$ cat src/rtl/vga_timing_gen.sv
// VGA timing generator: pixel prescaler, h/v counters, registered colour and syncs.
// Define VGA_TEST_PATTERN_EN to replace rgb_in with eight built-in colour bars.
module vga_timing_gen #(
  parameter int CLK_DIV  = 5,
  parameter int H_ACTIVE = 640,
  parameter int H_FP     = 16,
  parameter int H_SYNC   = 96,
  parameter int H_BP     = 48,
  parameter int V_ACTIVE = 480,
  parameter int V_FP     = 10,
  parameter int V_SYNC   = 2,
  parameter int V_BP     = 33
) (
  input  logic        clk,
  input  logic        reset_n,
  input  logic [11:0] rgb_in,
  output logic [9:0]  pix_x,
  output logic [9:0]  pix_y,
  output logic        pix_active,
  output logic        pix_en,
  output logic        frame_start,
  output logic [3:0]  r,
  output logic [3:0]  g,
  output logic [3:0]  b,
  output logic        hs,
  output logic        vs
);

  localparam int H_TOTAL = H_ACTIVE + H_FP + H_SYNC + H_BP;
  localparam int V_TOTAL = V_ACTIVE + V_FP + V_SYNC + V_BP;
  localparam int HS_BEG  = H_ACTIVE + H_FP;
  localparam int HS_END  = HS_BEG + H_SYNC - 1;
  localparam int VS_BEG  = V_ACTIVE + V_FP;
  localparam int VS_END  = VS_BEG + V_SYNC - 1;
  localparam int PW      = (CLK_DIV > 1) ? $clog2(CLK_DIV) : 1;

  logic [PW-1:0] pre;
  logic [9:0]    hcnt;
  logic [9:0]    vcnt;
  logic          h_last;
  logic          v_last;
  logic [11:0]   colour;
  logic          hs_nxt;
  logic          vs_nxt;

  // Gate with reset_n so pix_en stays low in reset even when CLK_DIV is 1.
  assign pix_en      = reset_n & (pre == PW'(CLK_DIV - 1));
  assign h_last      = (hcnt == 10'(H_TOTAL - 1));
  assign v_last      = (vcnt == 10'(V_TOTAL - 1));
  assign frame_start = pix_en & h_last & v_last;
  assign pix_x       = hcnt;
  assign pix_y       = vcnt;
  assign pix_active  = (hcnt < 10'(H_ACTIVE)) &&
                       (vcnt < 10'(V_ACTIVE));

  assign hs_nxt = !((hcnt >= 10'(HS_BEG)) &&
                    (hcnt <= 10'(HS_END)));
  assign vs_nxt = !((vcnt >= 10'(VS_BEG)) &&
                    (vcnt <= 10'(VS_END)));

`ifdef VGA_TEST_PATTERN_EN
  localparam int BAR_W = H_ACTIVE / 8;

  logic [2:0] bar;

  always_comb begin
    bar    = 3'(hcnt / 10'(BAR_W));
    colour = 12'h000;
    unique case (bar)
      3'd0:    colour = 12'hFFF;
      3'd1:    colour = 12'hFF0;
      3'd2:    colour = 12'h0FF;
      3'd3:    colour = 12'h0F0;
      3'd4:    colour = 12'hF0F;
      3'd5:    colour = 12'hF00;
      3'd6:    colour = 12'h00F;
      default: colour = 12'h000;
    endcase
  end
`else
  assign colour = rgb_in;
`endif

  always_ff @(posedge clk or negedge reset_n) begin
    if (!reset_n) begin
      pre <= '0;
    end else if (pix_en) begin
      pre <= '0;
    end else begin
      pre <= pre + PW'(1);
    end
  end

  always_ff @(posedge clk or negedge reset_n) begin
    if (!reset_n) begin
      hcnt <= '0;
      vcnt <= '0;
    end else if (pix_en) begin
      if (h_last) begin
        hcnt <= '0;
        vcnt <= v_last ? 10'd0 : vcnt + 10'd1;
      end else begin
        hcnt <= hcnt + 10'd1;
      end
    end
  end

  // Outputs describe the pixel that just ended: one pixel of latency.
  always_ff @(posedge clk or negedge reset_n) begin
    if (!reset_n) begin
      {r, g, b} <= 12'h000;
      hs        <= 1'b1;
      vs        <= 1'b1;
    end else if (pix_en) begin
      {r, g, b} <= pix_active ? colour : 12'h000;
      hs        <= hs_nxt;
      vs        <= vs_nxt;
    end
  end

endmodule

$ cat config.mk
export PLATFORM = sky130hd
export DESIGN_NAME = vga_timing_gen
export DESIGN_NICKNAME = d
export VERILOG_FILES = /design/src/rtl/vga_timing_gen.sv
export SDC_FILE = /design/constraint.sdc
export NUM_CORES = 1
export LEC_CHECK = 0
export ABC_AREA = 1
export CAP_MARGIN = 20
export CORE_UTILIZATION = 45
export DETAILED_ROUTE_END_ITERATION = 12
export PLACE_DENSITY = 0.84
export SLEW_MARGIN = 40
export SYNTH_ARGS = -nofsm -noshare
export SYNTH_HDL_FRONTEND = slang
export SYNTH_SLANG_ARGS = --single-unit
$ cat constraint.sdc
create_clock -name clk -period 2.3 [get_ports clk]
set_clock_uncertainty 0.2 [all_clocks]
set_input_delay 0.345 -clock clk [delete_from_list [all_inputs] [get_ports clk]]
set_output_delay 0.345 -clock clk [all_outputs]
set_load 0.02 [all_outputs]
* After elaboration in Yosys (flattened, before gate mapping) *
Cells that the tools add are included.

word-level totals
  register bits = 37
  latch bits = 0
  RAM bits = 0
  memory bits (read-only) = 0
  bits of input ports = 14
  output and inout port bits = 37
  logic and storage cells = 33
  memories kept = 0

operators by class
  $add $sub $neg = 3
  $mul = 0
  divide/modulo/power cells = 0
  order comparisons = 6
  equality and inequality tests = 3
  shifts and indexed selects = 0
  muxes and demuxes = 4
  bitwise gates (word level) = 3
  reduce and logical (&&, ||, !) cells = 6

operators by type and width
  operator                                                             count
  adder 10 x 1 -> 10 bit (second input constant)                       2
  == test 10 bit (second input constant)                               2
  two-way mux 10 bit                                                   2
  two-way mux 12 bit                                                   1
  greater-or-equal comparator 10 bit (second input constant)           1
  greater-or-equal comparator 10 x 9 -> 1 bit (second input constant)  1
  <= comparator 10 bit (second input constant)                         1
  <= comparator 10 x 9 -> 1 bit (second input constant)                1
  < comparator 10 bit (second input constant)                          1
  < comparator 10 x 9 -> 1 bit (second input constant)                 1
  adder 3 x 1 -> 3 bit (second input constant)                         1
  AND 1 bit                                                            3
  == test 3 bit (second input constant)                                1
  logical AND 1 bit                                                    3
  two-way mux 3 bit                                                    1
  logical NOT 1 bit                                                    2
  AND reduction 2 bit                                                  1

* Logic depth before layout (Yosys ltp) *
  word-level depth = 4
  mapped depth = 9
  mapped depth without buffers = 8

* Worst setup path before layout *
Ideal clock, no wire load.

  path type = flip-flop to output port
  from = register hcnt[1], in the netlist pix_x[1]
  to = output frame_start
  arrival time = 1485 ps
  required time = 1755 ps
  path slack = 270 ps
  cell stages (with the launch flop) = 6
  path buffers = 0
  path through = dfrtp_1 -> ha_1 -> inv_1 -> nor2_4 -> nand4_1 -> nor3_1

on the way
  cells in the longest elaborated chain, start to end = 3

ends and longest elaborated chain
  item                    RTL line  RTL
  start, declared         38        logic [9:0] hcnt;
  start signal, assigned  103       hcnt <= hcnt + 10'd1;
  == test 10 bit          48        assign h_last = (hcnt == 10'(H_TOTAL - 1));
  AND 1 bit (2 in a row)  50        assign frame_start = pix_en & h_last & v_last;
  end, declared           21        output logic frame_start,

Every way passes these cells.

* Final worst setup path *
  from = register pre[0]
  to = output frame_start

on the way
  cells in the longest elaborated chain, start to end = 4

ends and longest elaborated chain
  item                    RTL line  RTL
  start, declared         37        logic [PW-1:0] pre;
  start signal, assigned  90        pre <= pre + PW'(1);
  == test 3 bit           47        assign pix_en = reset_n & (pre == PW'(CLK_DIV - 1));
  AND 1 bit               47
  AND 1 bit (2 in a row)  50

Every way passes these cells.

==> results by group <==
Drt
  – Drt initial violations: 91
  – DRT antenna net count: 0
  – Drt total wl: 4.58 mm
  – Detailed Routing Iterations Pass 1: 4
  – Drt drc: 0
  – Via count: 1877
  – Mean number of vias per cell: 5.06
  – WL/cell: 12.3 um

CTS
  – Root buffer cell: clkbuf_8
  – Post-CTS setup buffer count: 0
  – Reg clk slew, reported paths: 0.08 ns
  – CTS H-Tree Depth: 2
  – Worst skew pair latency: 0.29 ns
  – Worst-case clock buffer depth: 2
  – CTS tree: yes
  – CTS Buf Count: 5
  – Clock sink count: 37

Worst hold path
  – Hold endpoint: b[1]$_DFFE_PN0N_
  – Hold path cells: 2
  – Hold Crit Class: reg -> reg
  – Hold Startpoint: b[1]$_DFFE_PN0N_

Setup path
  – Most used cell, CP: inv_1
  – Crit path launch type: flip-flop
  – Launching point of the worst reg2reg path: pre[0]$_DFF_PN0_
  – Critical Path End Type: primary output
  – Critical Path RT: 1.75 ns
  – FF-to-FF path depth: 8
  – Slowest stage cell, crit path: dfrtp_1
  – R2r setup slk: 0.50 ns
  – CP arrival: 1.62 ns
  – Top Family by Delay on Critical Path: flip-flops
  – CP Class: reg -> out
  – Worst-path fanout max: 2
  – Crit-path cells: inv_1 -> ha_1 -> nand3_4 -> inv_1 -> nand4_1 -> nor3_1 -> clkbuf_2
  – Delay of the slowest critical-path stage: 0.40 ns
  – CP bufs+invs: 3
  – Crit Reg-Reg Endpoint: pix_x[7]$_DFFE_PN0N_

Global route
  – Total track usage: 21.5%
  – Vias in the first global route: 1662
  – Largest net degree at the start of global routing: 38
  – Initial antenna violation count: 0
  – Grt ovf: 0
  – Global-route wire length before repair: 7.47 mm

Floorplan
  – Row Count: 23
  – Die Wd: 69.0 um
  – Die height: 69.0 um
  – Starting Density: 48.7%
  – I/O pins: 51
  – Core Region: 4140 sq um
  – Die footprint: 4760 sq um

Placed design
  – Global placement routability congestion: 0.848
  – IO Port Bufs: 50
  – HPWL Detailed: 3.46 mm

Pwr
  – Pwr Density: 874 nW/um^2
  – Max IR drop VDD: 0.557 mV
  – Leakage Power: 1.29 nW

Timing
  – TNS Setup: 0 ns
  – RSZ-0062 raised after global routing: false
  – Final hold viol count: 0
  – Fmax: 463 MHz
  – Slew Limit Fails: 0
  – Final period util: 94.0%
  – WHS: 0.287 ns
  – Slew headroom: 69.7%
  – Tmin final: 2.16 ns
  – Measured slew at the worst slew-check pin: 0.455 ns
  – Setup Viol. Count Final: 0

Logic synthesis
  – Post-Synthesis Cell Area: 2020 sq um
  – Syn Inst Count: 250
  – Yosys reg bits: 37
  – Yosys Warn Count: 0
  – Sequential element share of the synthesized area: 46.0%
  – Synth cell types: 32
  – Synth Area per Inst: 8.08 sq um
  – Syn Nets: 270

Final layout
  – Layout cells sized above 1: 15.0%
  – Filler cells: 352
  – Final core occ: 66.6%
  – Area Overhead vs Synth: 36.7%
  – Area taken by multi-input logic gates: 953 sq um
  – Nets: 340
  – Inserted Diodes: 0
  – Reg area: 930 sq um

Flow run
  – Max-Cap Viols: 0

Status
  – Status: complete, no violations
cells in the mapped netlist, drive strengths merged:
| cell type | number | area, sq um |
|---|---|---|
| nand2 | 73 | 277 |
| dfrtp | 35 | 876 |
| nor2 | 34 | 169 |
| inv | 24 | 92.6 |
| o21ai | 23 | 126 |
| nand3 | 20 | 113 |
| nand4 | 8 | 65.1 |
| ha | 6 | 75.1 |
| buf | 4 | 32.5 |
| nor3 | 4 | 20.0 |
| xnor2 | 4 | 35.0 |
| clkbuf | 3 | 12.5 |
| xor2 | 3 | 26.3 |
| dfstp | 2 | 52.6 |
| or2 | 2 | 12.5 |
| a21oi | 1 | 5.00 |
| a2bb2oi | 1 | 8.76 |
| a31oi | 1 | 6.26 |
| o21a | 1 | 7.51 |
| o21bai | 1 | 7.51 |
final cells by class:
cell class              count  share of cell area [%]
clock buffers               5                    2.49
clock inverters             3                   0.634
inverters                  24                    3.35
multi-input cells         182                    34.5
flip-flops and latches     37                    33.7
well taps                  50                    2.27
repair buffers             70                    23.1
per-layer routing:
| layer | GRT usage, % | wire length (um) |
|---|---|---|
| met5 | 0 | 0 |
| met4 | 5.61 | 61 |
| met3 | 6.58 | 296 |
| met2 | 34.5 | 2210 |
| met1 | 28.0 | 2000 |
where the power goes:
group | switching, W | total [W] | internal (W)
Sequential | 0.000112 | 0.000954 | 0.000842
Clock | 0.000236 | 0.000445 | 0.000209
Combinational | 0.000541 | 0.00101 | 0.000473
cells by family (layout without fill, tap and decap cells):
| logic type | Yosys count | after routing | share of synthesized area (%) |
|---|---|---|---|
| XOR/XNOR | 7 | 7 | 3.04 |
| buffers and inverters | 31 | 102 | 6.82 |
| adder cells (fa/ha/maj) | 6 | 6 | 3.72 |
| AO/OA/AOI/OAI | 28 | 28 | 7.99 |
| flip-flops | 37 | 37 | 46.0 |
| AND/OR/NAND/NOR | 141 | 141 | 32.5 |
flip-flops by register name, indices dropped and copies added (netlist names):
register and count:
b 4, g 4, hs 1, pix_x 10
pix_y 10, pre 3, r 4, vs 1
worst max path at each step:
stage,startpoint,to,slack (ns),cells past startpoint
after detailed placement,pre[0]$_DFF_PN0_,frame_start,0.02,7
final,pre[0]$_DFF_PN0_,frame_start,0.14,7
after CTS,pre[0]$_DFF_PN0_,frame_start,0.002,7
after global routing,pre[0]$_DFF_PN0_,frame_start,0.04,7
after global placement,pre[0]$_DFF_PN0_,frame_start,0.07,7
after floorplan,pix_x[1]$_DFFE_PN0N_,frame_start,0.27,5
worst register-to-register path: cells and delay by family (launching register included):
family / cells / cell delay, ns
simple gates: 4 / 0.48
flops: 1 / 0.40
buf+inv: 2 / 0.30
fa+ha+maj: 1 / 0.19
xor+xnor: 1 / 0.14
cell usage in the layout (no fill, tap or decap), types with 3 or more instances in the layout:
cell             instances
xnor2_1                  4
nor2_1                  29
buf_4                   19
clkbuf_8                 5
xor2_1                   3
inv_1                   22
nor3_1                   4
dfrtp_1                 34
o21ai_0                 19
nand2_1                 72
nor2_4                   3
nand4_1                  7
clkdlybuf4s50_1         46
nand3_1                 19
ha_1                     6
o21ai_2                  3
stage by stage:
stage / setup WS (ns) / cells / power (W) / area (sq um)
floorplan: 0.270 / 250 / 0.00149 / 2020
global placement: 0.0747 / 362 / 0.00195 / 2680
detailed placement: 0.0236 / 362 / 0.00199 / 2680
CTS: 0.00183 / 371 / 0.00244 / 2770
global route: 0.0407 / 371 / 0.00256 / 2760
finish: 0.138 / 371 / 0.00241 / 2760
repair_timing:
action	CTS	global route
gates cloned	0	0
hold buffers	1	0
pin swaps	0	0
setup endpoints to repair	3	2
hold endpoints to repair	35	0
gates resized for setup	6	3
(Power assumes the default switching activity.)
